<file path="config.mk">
export PLATFORM = sky130hd
export DESIGN_NAME = clkdiv_sched_flat
export DESIGN_NICKNAME = d
export VERILOG_FILES = /design/src/rtl/clkdiv_sched_if.sv /design/src/rtl/clkdiv_sched.sv /design/src/flat_wrapper.sv
export SDC_FILE = /design/constraint.sdc
export NUM_CORES = 1
export LEC_CHECK = 0
export BUFFER_PORTS_ARGS = -buffer_cell sky130_fd_sc_hd__buf_4
export CAP_MARGIN = 20
export CELL_PAD_IN_SITES_DETAIL_PLACEMENT = 1
export CELL_PAD_IN_SITES_GLOBAL_PLACEMENT = 1
export CORE_ASPECT_RATIO = 0.8
export CORE_MARGIN = 10
export CORE_UTILIZATION = 47
export CTS_BUF_LIST = sky130_fd_sc_hd__clkbuf_8 sky130_fd_sc_hd__clkbuf_16
export CTS_CLUSTER_SIZE = 30
export DETAILED_ROUTE_END_ITERATION = 10
export PLACE_DENSITY_LB_ADDON = 0.1
export SLEW_MARGIN = 10
export SYNTH_ARGS = -nofsm -noshare
export SYNTH_HDL_FRONTEND = slang
export SYNTH_SLANG_ARGS = --single-unit
</file>
<file path="constraint.sdc">
create_clock -name sysclk -period 2 [get_ports sysclk]
set_input_delay 0.3 -clock sysclk [delete_from_list [all_inputs] [get_ports sysclk]]
set_output_delay 0.3 -clock sysclk [all_outputs]
set_load 0.02 [all_outputs]
</file>
<file path="src/rtl/clkdiv_sched_if.sv">
// clkdiv_sched_if: control/status bundle between the system controller and
// the slow-clock divider.
//
// Optional build macro: CLKDIV_SCHED_EDGE_CNT_EN adds the edge_cnt status field.
//
// Signals:
//   cfg_valid / cfg_half / cfg_ready : configuration handshake.
//   start / stop                     : one-cycle run control requests.
//   busy / clk_out / tick            : divider status and outputs.
//   dbg_state                        : FSM state, for debug and checkers.
//   edge_cnt                         : clk_out rising-edge count (macro only).
//
// Handshake: a configuration word transfers on a sysclk edge where cfg_valid
// and cfg_ready are both 1. The master may hold cfg_valid; cfg_half must be
// stable while cfg_valid is high. cfg_ready does not depend on cfg_valid.
interface clkdiv_sched_if #(
  parameter int CNT_W = 24
);
  logic             cfg_valid;
  logic [CNT_W-1:0] cfg_half;
  logic             cfg_ready;
  logic             start;
  logic             stop;
  logic             busy;
  logic             clk_out;
  logic             tick;
  logic [1:0]       dbg_state;
`ifdef CLKDIV_SCHED_EDGE_CNT_EN
  logic [31:0]      edge_cnt;

  modport master (output cfg_valid, cfg_half, start, stop,
                  input  cfg_ready, busy, clk_out, tick, dbg_state, edge_cnt);
  modport slave  (input  cfg_valid, cfg_half, start, stop,
                  output cfg_ready, busy, clk_out, tick, dbg_state, edge_cnt);
`else
  modport master (output cfg_valid, cfg_half, start, stop,
                  input  cfg_ready, busy, clk_out, tick, dbg_state);
  modport slave  (input  cfg_valid, cfg_half, start, stop,
                  output cfg_ready, busy, clk_out, tick, dbg_state);
`endif
endinterface

</file>
<file path="src/rtl/clkdiv_sched.sv">
// clkdiv_sched: run-time controller for the slow-clock divider. A half-period
// counter toggles clk_out every half_r+1 sysclk cycles; start/stop and
// reconfiguration are sequenced so that clk_out never shows a truncated
// high pulse and a running phase is never resized.
//
// Optional build macro: CLKDIV_SCHED_EDGE_CNT_EN adds a 32-bit wrapping count
// of clk_out rising edges (bus.edge_cnt), cleared only by rst_n.
//
// Ports:
//   sysclk : system clock, all logic on posedge.
//   rst_n  : asynchronous active-low reset.
//   bus    : clkdiv_sched_if slave modport (config handshake, start/stop,
//            busy, clk_out, tick, dbg_state).
module clkdiv_sched #(
  parameter int          CNT_W        = 24,
  parameter int unsigned DEFAULT_HALF = 32'd12500000
) (
  input  logic           sysclk,
  input  logic           rst_n,
  clkdiv_sched_if.slave  bus
);

  typedef enum logic [1:0] {
    ST_IDLE  = 2'd0,
    ST_RUN   = 2'd1,
    ST_DRAIN = 2'd2
  } state_e;

  state_e           state_q;
  logic [CNT_W-1:0] cnt_q;
  logic [CNT_W-1:0] half_q;
  logic [CNT_W-1:0] pend_q;
  logic             pend_v_q;
  logic             clk_out_q;
  logic             tick_q;

  logic             boundary_d;
  logic             rise_d;
  logic [CNT_W-1:0] cnt_inc_d;

  // Last cycle of the current clk_out phase.
  assign boundary_d = (state_q != ST_IDLE) && (cnt_q == half_q);
  // A rise only happens from RUN; a stop in the same cycle suppresses it.
  assign rise_d     = (state_q == ST_RUN) && boundary_d && !clk_out_q && !bus.stop;
  assign cnt_inc_d  = cnt_q + CNT_W'(1);

  always_ff @(posedge sysclk or negedge rst_n) begin
    if (!rst_n) begin
      state_q   <= ST_IDLE;
      cnt_q     <= '0;
      half_q    <= CNT_W'(DEFAULT_HALF);
      pend_q    <= '0;
      pend_v_q  <= 1'b0;
      clk_out_q <= 1'b0;
      tick_q    <= 1'b0;
    end else begin
      tick_q <= rise_d;

      // Accept only while nothing is pending; a value accepted in a boundary
      // cycle has pend_v_q low there, so it waits for the next boundary.
      if (bus.cfg_valid && !pend_v_q) begin
        pend_q   <= bus.cfg_half;
        pend_v_q <= 1'b1;
      end else if (pend_v_q && ((state_q == ST_IDLE) || boundary_d)) begin
        half_q   <= pend_q;
        pend_v_q <= 1'b0;
      end

      case (state_q)
        ST_IDLE: begin
          cnt_q     <= '0;
          clk_out_q <= 1'b0;
          if (bus.start && !bus.stop) state_q <= ST_RUN;
        end
        ST_RUN: begin
          if (bus.stop && !clk_out_q) begin
            state_q <= ST_IDLE;
            cnt_q   <= '0;
          end else if (boundary_d) begin
            cnt_q     <= '0;
            clk_out_q <= !clk_out_q;
            // Stop while high at the boundary: the falling toggle ends the run.
            if (bus.stop) state_q <= ST_IDLE;
          end else begin
            cnt_q <= cnt_inc_d;
            // Stop mid high phase: finish the phase before going idle.
            if (bus.stop) state_q <= ST_DRAIN;
          end
        end
        ST_DRAIN: begin
          if (boundary_d) begin
            cnt_q     <= '0;
            clk_out_q <= 1'b0;
            state_q   <= ST_IDLE;
          end else begin
            cnt_q <= cnt_inc_d;
          end
        end
        default: begin
          state_q   <= ST_IDLE;
          cnt_q     <= '0;
          clk_out_q <= 1'b0;
        end
      endcase
    end
  end

`ifdef CLKDIV_SCHED_EDGE_CNT_EN
  logic [31:0] edge_cnt_q;

  always_ff @(posedge sysclk or negedge rst_n) begin
    if (!rst_n) begin
      edge_cnt_q <= '0;
    end else if (rise_d) begin
      edge_cnt_q <= edge_cnt_q + 32'd1;
    end
  end

  assign bus.edge_cnt = edge_cnt_q;
`endif

  assign bus.cfg_ready = !pend_v_q;
  assign bus.busy      = (state_q != ST_IDLE);
  assign bus.clk_out   = clk_out_q;
  assign bus.tick      = tick_q;
  assign bus.dbg_state = state_q;

endmodule

</file>
<file path="src/flat_wrapper.sv">
// flat-port wrapper written by rule: the top's interface ports become plain ports
module clkdiv_sched_flat 
#(
  parameter int          CNT_W        = 24,
  parameter int unsigned DEFAULT_HALF = 32'd12500000
)
  (sysclk, rst_n, bus_cfg_valid, bus_cfg_half, bus_start, bus_stop, bus_cfg_ready, bus_busy, bus_clk_out, bus_tick, bus_dbg_state);
  clkdiv_sched_if #(.CNT_W(CNT_W)) bus_i ();
  input  logic sysclk;
  input  logic rst_n;
  input wire logic [$bits(bus_i.cfg_valid)-1:0] bus_cfg_valid;
  input wire logic [$bits(bus_i.cfg_half)-1:0] bus_cfg_half;
  input wire logic [$bits(bus_i.start)-1:0] bus_start;
  input wire logic [$bits(bus_i.stop)-1:0] bus_stop;
  output wire logic [$bits(bus_i.cfg_ready)-1:0] bus_cfg_ready;
  output wire logic [$bits(bus_i.busy)-1:0] bus_busy;
  output wire logic [$bits(bus_i.clk_out)-1:0] bus_clk_out;
  output wire logic [$bits(bus_i.tick)-1:0] bus_tick;
  output wire logic [$bits(bus_i.dbg_state)-1:0] bus_dbg_state;
  assign bus_i.cfg_valid = bus_cfg_valid;
  assign bus_i.cfg_half = bus_cfg_half;
  assign bus_i.start = bus_start;
  assign bus_i.stop = bus_stop;
  assign bus_cfg_ready = bus_i.cfg_ready;
  assign bus_busy = bus_i.busy;
  assign bus_clk_out = bus_i.clk_out;
  assign bus_tick = bus_i.tick;
  assign bus_dbg_state = bus_i.dbg_state;
  clkdiv_sched #(.CNT_W(CNT_W), .DEFAULT_HALF(DEFAULT_HALF)) u_core (.sysclk(sysclk), .rst_n(rst_n), .bus(bus_i));
endmodule
</file>
==> run_results.csv, run 1 <==
group,metric,value,unit
timing,holdWs,0.165,ns
power,internal_power_summed_over_all_cells,3.94,mW
power,swShare,0.396,
floorplanning,die_w,125,µm
global_route,grt_antenna_before_repair,0,
clock_tree,tritoncts.num_buffers,9,
final_layout,layout-drive-gt1-share,0.297,
floorplanning,start_util,0.487,
yosys,ys_ff_latch,77,
place,detailedPlace.worstSlack,-0.00359,ns
drt,route.detailed.vias_per_inst,6.04,
power,irDropWorstVdd,627,µV
yosys,synth_edf_count,0,
yosys,syn_avg_cell_area,10.5,µm²
place,finalWeightedCongestion,0.785,
setup_path,cp_data_required_time,2.23,ns
timing,clock-skew-final,0.0151,ns
yosys,synth_async_sr_flop_share,1.00,
final_layout,count_of_filler_cells_inserted_in_the_layout,924,
timing,rsz0062_at_grt,"yes",
setup_path,critical_path.max_fanout,12,
job,max_cap_violations,0,
setup_path,startpoint_type,"flop",
yosys,yosys_most_used_dff,"sky130_fd_sc_hd__dfrtp_1",
global_route,via_count_of_the_first_global_routing_pass,3470,
timing,finalCriticalPeriod,1.95,ns
timing,finalHoldViolations,0,
yosys,syn_inst,398,
clock_tree,clk_latency,0.36,ns
timing,setup_viol,0,
power,cellLeakagePower,2.07,nW
yosys,ys_warn_count,0,
setup_path,worst-endpoint-arrival,2.18,ns
global_route,grt_start_max_net_pins,31,
timing,maxClockFrequency,512,MHz
yosys,yosys.area.top_type_share,0.390,
setup_path,cp_cell_sequence,"xnor2_1, nand4_1, or2_4, buf_12, a222oi_1, nand3_1",
timing,totalNegativeSetupSlack,0,ns
clock_tree,root_buffer,"sky130_fd_sc_hd__clkbuf_8",
yosys,synth_nets,432,
yosys,mappedNetlistArea,4170,µm²
drt,vias,3403,
drt,drt_pre_antenna_iters,7,
drt,drt_drc_violations_left,0,
floorplanning,floorplan.die.height,104,µm
yosys,synth_cell_type_count,40,
final_layout,diodes,0,
final_layout,mostFrequentLayoutCells,"sky130_fd_sc_hd__dfrtp_1 (65), sky130_fd_sc_hd__buf_4 (56), sky130_fd_sc_hd__nand4_1 (33), sky130_fd_sc_hd__nand2_1 (32), sky130_fd_sc_hd__nand3_1 (32)",
final_layout,mostFrequentLayoutCell,"sky130_fd_sc_hd__dfrtp_1",
final_layout,postLayoutCellArea,5000,µm²
setup_path,critical-path-max-stage-delay,0.43,ns
global_route,gr-total-overflow,0,
clock_tree,tritoncts_clock_tree,"built",
power,seq_power_share,0.393,
yosys,synth_sequential_area_ratio,0.466,
floorplanning,boundaryPins,35,
floorplanning,row_count,30,
drt,finalWirelength,12000,µm
power,netSwitchingPower,2.58,mW
place,hpwlAfterDp,7980,µm
setup_path,crit_type,"flop to flop",
place,postPlaceCellArea,4640,µm²
timing,fin_ws,0.0487,ns
drt,detail-route-antenna-nets,0,
global_route,global_route_wire_length_before_repair,18600,µm
drt,wl_per_cell,21.3,µm
power,comb_power_share,0.407,
yosys,synth_largest_area_cell,"sky130_fd_sc_hd__dfrtp_1",
timing,final.period_utilization,0.976,
power,clock_group_share_of_total_power,0.201,
timing,finalMaxSlewViolations,0,
setup_path,cpLargestDelayFamily,"simple AND/OR/NAND/NOR gates",
clock_tree,ctsLongestPathBuffers,2,
power,p_per_area,1310,nW/µm²
timing,tightest_slew,0.420,ns
power,total_design_power,6.53,mW
clock_tree,clk_transition_reported_paths,0.09,ns
floorplanning,die_footprint,13100,µm²
drt,drt_iter0_markers,494,
yosys,synth.area.top_cells,"sky130_fd_sc_hd__dfrtp_1 (39%), sky130_fd_sc_hd__dfstp_2 (7.6%), sky130_fd_sc_hd__mux2_2 (6.5%), sky130_fd_sc_hd__xor2_1 (6.3%), sky130_fd_sc_hd__a222oi_1 (5.8%)",
timing,slew_headroom,0.717,
worst_hold_path,hp-class,"input port to flop",
status,status,"finished clean",
final_layout,area_growth_syn_to_layout,19.9,%
global_route,globalRouteTotalUtil,0.173,
setup_path,endpoint_kind,"flop",
floorplanning,floorplan_core_area,8560,µm²
setup_path,number_of_buffers_and_inverters_on_the_critical_path,1,
final_layout,layout.nets,480,
place,buffer_ports.inserted,34,
clock_tree,htree_levels,3,
clock_tree,clkSinkCount,77,
setup_path,critical_path.slowest_cell,"sky130_fd_sc_hd__dfrtp_1",
stage by stage:
stage | utilization | instances
2_1_floorplan | - | 398
6_report | 0.584 | 563
3_5_place_dp | 0.543 | 539
4_1_cts | 0.569 | 556
3_3_place_gp | 0.543 | 539
5_1_grt | 0.584 | 563
power groups by stage:
stage,registers (mW),logic [mW],clock network [mW]
floorplan,2.36,1.87,0
global placement,2.53,2.42,0
detailed placement,2.57,2.53,0
CTS,2.54,2.57,1.34
global route,2.61,2.90,1.41
finish,2.56,2.65,1.31
synth_stat cells (12+ instances only):
cell and n:
sky130_fd_sc_hd__nand3_1 32, sky130_fd_sc_hd__a222oi_1 24, sky130_fd_sc_hd__dfrtp_1 65, sky130_fd_sc_hd__nand2_1 32, sky130_fd_sc_hd__nand4_1 33, sky130_fd_sc_hd__mux2_2 24, sky130_fd_sc_hd__clkbuf_1 12, sky130_fd_sc_hd__xnor2_1 16
sky130_fd_sc_hd__xor2_1 30, sky130_fd_sc_hd__nor2b_1 27, sky130_fd_sc_hd__nor2_1 30, sky130_fd_sc_hd__dfstp_2 12
final cells by class:
type	count	area, µm²	share of cell area
Clock buffer	9	124	0.0248
Clock inverter	7	91.3	0.0183
Inverter	7	26.3	0.00526
Multi-Input combinational cell	287	2110	0.422
Sequential cell	77	1940	0.388
Tap cell	112	140	0.0280
Timing Repair Buffer	64	567	0.113
per-layer routing:
metal	wire, µm	global-route usage
met1	5530	0.243
met2	5640	0.259
met3	684	0.0382
met4	153	0.0493
met5	0	0
logic make-up (layout without fill, tap and decap cells):
| group | after synthesis | after routing | share of synthesized area |
|---|---|---|---|
| compound gates | 36 | 36 | 0.0786 |
| xor+xnor | 46 | 46 | 0.0966 |
| fa+ha+maj | 5 | 5 | 0.0150 |
| buf+inv | 34 | 87 | 0.0432 |
| flops | 77 | 77 | 0.466 |
| mux | 24 | 24 | 0.0648 |
| simple gates | 176 | 176 | 0.236 |
sequential cells by signal, summed over array words and instances (netlist names):
name	count
u_core.bus.clk_out	1
u_core.bus.dbg_state	2
u_core.bus.tick	1
u_core.pend_q	24
u_core.half_q	24
u_core.cnt_q	24
u_core.pend_v_q	1
final timing paths:
kind / slack (ns) / startpoint / end / depth (start not counted)
max reg2reg: 0.05 / u_core.cnt_q[22]$_DFF_PN0_ / u_core.half_q[7]$_DFFE_PN0P_ / 6
min: 0.16 / bus_cfg_half[5] / u_core.pend_q[5]$_DFFE_PN0P_ / 2
max in group asynchronous: 1.05 / rst_n / u_core.half_q[5]$_DFFE_PN1P_ / 3
min reg2reg: 0.55 / u_core.pend_q[23]$_DFFE_PN0P_ / u_core.pend_q[23]$_DFFE_PN0P_ / 1
max: 0.05 / u_core.cnt_q[22]$_DFF_PN0_ / u_core.half_q[7]$_DFFE_PN0P_ / 6
min in group asynchronous: 0.39 / rst_n / u_core.cnt_q[13]$_DFF_PN0_ / 2
worst register-to-register path, delay by kind of cell (launching register included):
kind / cells / cell delay, ns
DFF: 1 / 0.43
buffers and inverters: 1 / 0.16
AOI/OAI and AO/OA: 1 / 0.28
xor gates and xnor gates: 1 / 0.26
and+or+nand+nor: 3 / 0.69
repair_timing:
action | in CTS | in global routing
setup buffers | 0 | 6
endpoints found under the setup margin | 1 | 50
hold buffers | 1 | 0
endpoints found under the hold margin | 15 | 0
resized for setup | 1 | 10
gates cloned | 0 | 1
pin swaps | 0 | 10
Note: power is estimated with default switching activity, not from simulation.
==> inputs of run 2 (changes only) <==
--- a/config.mk
+++ b/config.mk
@@ -7,15 +7,13 @@
 export LEC_CHECK = 0
 export BUFFER_PORTS_ARGS = -buffer_cell sky130_fd_sc_hd__buf_4
 export CAP_MARGIN = 20
-export CELL_PAD_IN_SITES_DETAIL_PLACEMENT = 1
-export CELL_PAD_IN_SITES_GLOBAL_PLACEMENT = 1
 export CORE_ASPECT_RATIO = 0.8
 export CORE_MARGIN = 10
-export CORE_UTILIZATION = 47
+export CORE_UTILIZATION = 50
 export CTS_BUF_LIST = sky130_fd_sc_hd__clkbuf_8 sky130_fd_sc_hd__clkbuf_16
 export CTS_CLUSTER_SIZE = 30
 export DETAILED_ROUTE_END_ITERATION = 10
-export PLACE_DENSITY_LB_ADDON = 0.1
+export PLACE_DENSITY = 0.69
 export SLEW_MARGIN = 10
 export SYNTH_ARGS = -nofsm -noshare
 export SYNTH_HDL_FRONTEND = slang
==> constraint.sdc (replaced) <==
create_clock -name sysclk -period 1.8 [get_ports sysclk]
set_input_delay 0.27 -clock sysclk [delete_from_list [all_inputs] [get_ports sysclk]]
set_output_delay 0.27 -clock sysclk [all_outputs]
set_load 0.02 [all_outputs]
==> run 2 against run 1 <==
Compared with the run above:
- the run now ends with setup timing left
- via count rose by 3.6%
- non-clock buffer count grew 36
- sequential power rose by 7%
- critical endpoint is now u_core.bus.clk_out$_DFFE_PN0P_
==> run_results.csv, run 2 (same netlist as run 1, synthesis figures left out) <==
group,metric,value,unit
status,status,"complete, but fails checks",
status,failed_checks,"setup timing",
clock_tree,clkSinkCount,77,
clock_tree,tritoncts_clock_tree,"built",
final_layout,postLayoutCellArea,5380,µm²
timing,finalMaxSlewViolations,0,
final_layout,multi_input_comb_area,2150,µm²
setup_path,critical_path.max_fanout,4,
clock_tree,tritoncts.num_buffers,9,
final_layout,finalNonFillerCells,595,
final_layout,largestRegisters,"u_core.cnt_q x24, u_core.half_q x24, u_core.pend_q x24",
setup_path,critical-path-max-stage-delay,0.57,ns
job,max_cap_violations,0,
final_layout,area_growth_syn_to_layout,28.9,%
final_layout,area_taken_by_flip_flops_and_latches,1950,µm²
setup_path,cp_cell_sequence,"xor2_2, nor4_4, and4_4, buf_6, nand3_4, o31ai_2",
clock_tree,clk_transition_reported_paths,0.09,ns
timing,finalCriticalPeriod,1.88,ns
global_route,via_count_of_the_first_global_routing_pass,3518,
final_layout,mostFrequentLayoutCells,"sky130_fd_sc_hd__buf_4 (83), sky130_fd_sc_hd__dfrtp_1 (61), sky130_fd_sc_hd__nand4_1 (33), sky130_fd_sc_hd__nand2_1 (32), sky130_fd_sc_hd__nand3_1 (32)",
drt,detail-route-antenna-nets,0,
power,irDropWorstVdd,1010,µV
drt,drt_pre_antenna_iters,6,
place,buffer_ports.inserted,34,
timing,finalHoldViolations,0,
floorplanning,floorplan_core_area,8020,µm²
floorplanning,floorplan.die.height,102,µm
place,hpwlAfterDp,7150,µm
timing,fin_ws,-0.0769,ns
drt,vias,3524,
worst_hold_path,hold_start,"bus_cfg_half[7]",
final_layout,count_of_filler_cells_inserted_in_the_layout,619,
place,dp.cells,567,
power,cellLeakagePower,2.25,nW
setup_path,critical_path.slowest_cell,"sky130_fd_sc_hd__dfstp_2",
timing,slew_headroom,0.603,
setup_path,critical_path.reg2reg.startpoint,"u_core.half_q[15]$_DFFE_PN1P_",
drt,finalWirelength,11100,µm
clock_tree,clk_latency,0.37,ns
place,finalWeightedCongestion,0.886,
drt,wl_per_cell,18.6,µm
setup_path,cp_data_required_time,2.07,ns
drt,drt_drc_violations_left,0,
global_route,globalRouteTotalUtil,0.173,
final_layout,layout-drive-gt1-share,0.370,
clock_tree,root_buffer,"sky130_fd_sc_hd__clkbuf_8",
timing,setup_viol,38,
timing,clock-skew-final,0.0115,ns
drt,route.detailed.vias_per_inst,5.92,
setup_path,worst-endpoint-arrival,2.15,ns
final_layout,mostFrequentLayoutCell,"sky130_fd_sc_hd__buf_4",
timing,final.period_utilization,1.04,
worst_hold_path,hp-class,"input port to flop",
power,total_design_power,7.15,mW
global_route,gr-total-overflow,0,
global_route,global_route_wire_length_before_repair,17400,µm
final_layout,final_core_util,0.670,
global_route,grt_start_max_net_pins,56,
floorplanning,start_util,0.520,
timing,rsz0062_at_grt,"yes",
floorplanning,die_footprint,12400,µm²
power,p_per_area,1330,nW/µm²
timing,maxClockFrequency,533,MHz
clock_tree,ctsLongestPathBuffers,2,
drt,drt_iter0_markers,460,
floorplanning,die_w,122,µm
floorplanning,boundaryPins,35,
place,postPlaceCellArea,4910,µm²
setup_path,startpoint_of_the_most_critical_setup_path,"u_core.half_q[15]$_DFFE_PN1P_",
setup_path,crit_type,"flop to flop",
floorplanning,row_count,29,
setup_path,startpoint_type,"flop",
global_route,grt_antenna_before_repair,0,
clock_tree,htree_levels,3,
timing,tightest_slew,0.594,ns
timing,totalNegativeSetupSlack,-1.34,ns
setup_path,endpoint_kind,"flop",
final_layout,layout.nets,516,
final_layout,diodes,0,
[run 2: timing repair]
action,4_1_cts,5_1_grt
endpoints found under the setup margin,53,53
hold buffers,1,0
endpoints found under the hold margin,22,0
resized for setup,14,9
gates cloned,0,5
buffers inserted,3,3
pin swaps,14,33
[run 2: final timing paths]
kind / to / slack, ns / depth (start not counted)
worst max-delay path: u_core.bus.clk_out$_DFFE_PN0P_ / -0.08 / 6
worst min-delay path: u_core.pend_q[7]$_DFFE_PN0P_ / 0.12 / 2
worst max register to register: u_core.bus.clk_out$_DFFE_PN0P_ / -0.08 / 6
worst min register to register: u_core.cnt_q[0]$_DFF_PN0_ / 0.54 / 1
max in group asynchronous: u_core.half_q[12]$_DFFE_PN1P_ / 0.82 / 3
min in group asynchronous: u_core.cnt_q[4]$_DFF_PN0_ / 0.34 / 2
[run 2: metrics by stage]
step                setup WS (ns)  hold slack (ns)
floorplan                 -0.0112          -0.0256
global placement           -0.167            0.194
detailed placement         -0.163            0.198
CTS                       -0.0491            0.115
global route               -0.169            0.102
finish                    -0.0769            0.124
[run 2: layout make-up]
type	instances	share of cell area
Multi-Input combinational cell	287	0.400
Clock inverter	6	0.00954
Tap cell	108	0.0251
Sequential cell	77	0.362
Clock buffer	10	0.0256
Timing Repair Buffer	100	0.173
Inverter	7	0.00489
[run 2: layer usage]
| layer | global-route usage | part of all wire |
|---|---|---|
| met5 | 0 | 0 |
| met4 | 0.0407 | 0.0094 |
| met3 | 0.0500 | 0.071 |
| met2 | 0.270 | 0.47 |
| met1 | 0.234 | 0.45 |
[run 2: where the power goes]
part	total [mW]	switching (mW)	internal (mW)
combinational	3.12	1.64	1.48
sequential	2.75	0.460	2.29
clock	1.28	0.722	0.560
total	7.15	2.82	4.33
[run 2: worst max-delay path: cells and delay by family (launching register included)]
kind / cells / cell delay, ns
buf+inv: 1 / 0.13
simple gates: 3 / 0.75
xor+xnor: 1 / 0.08
flops: 1 / 0.57
compound gates: 1 / 0.24
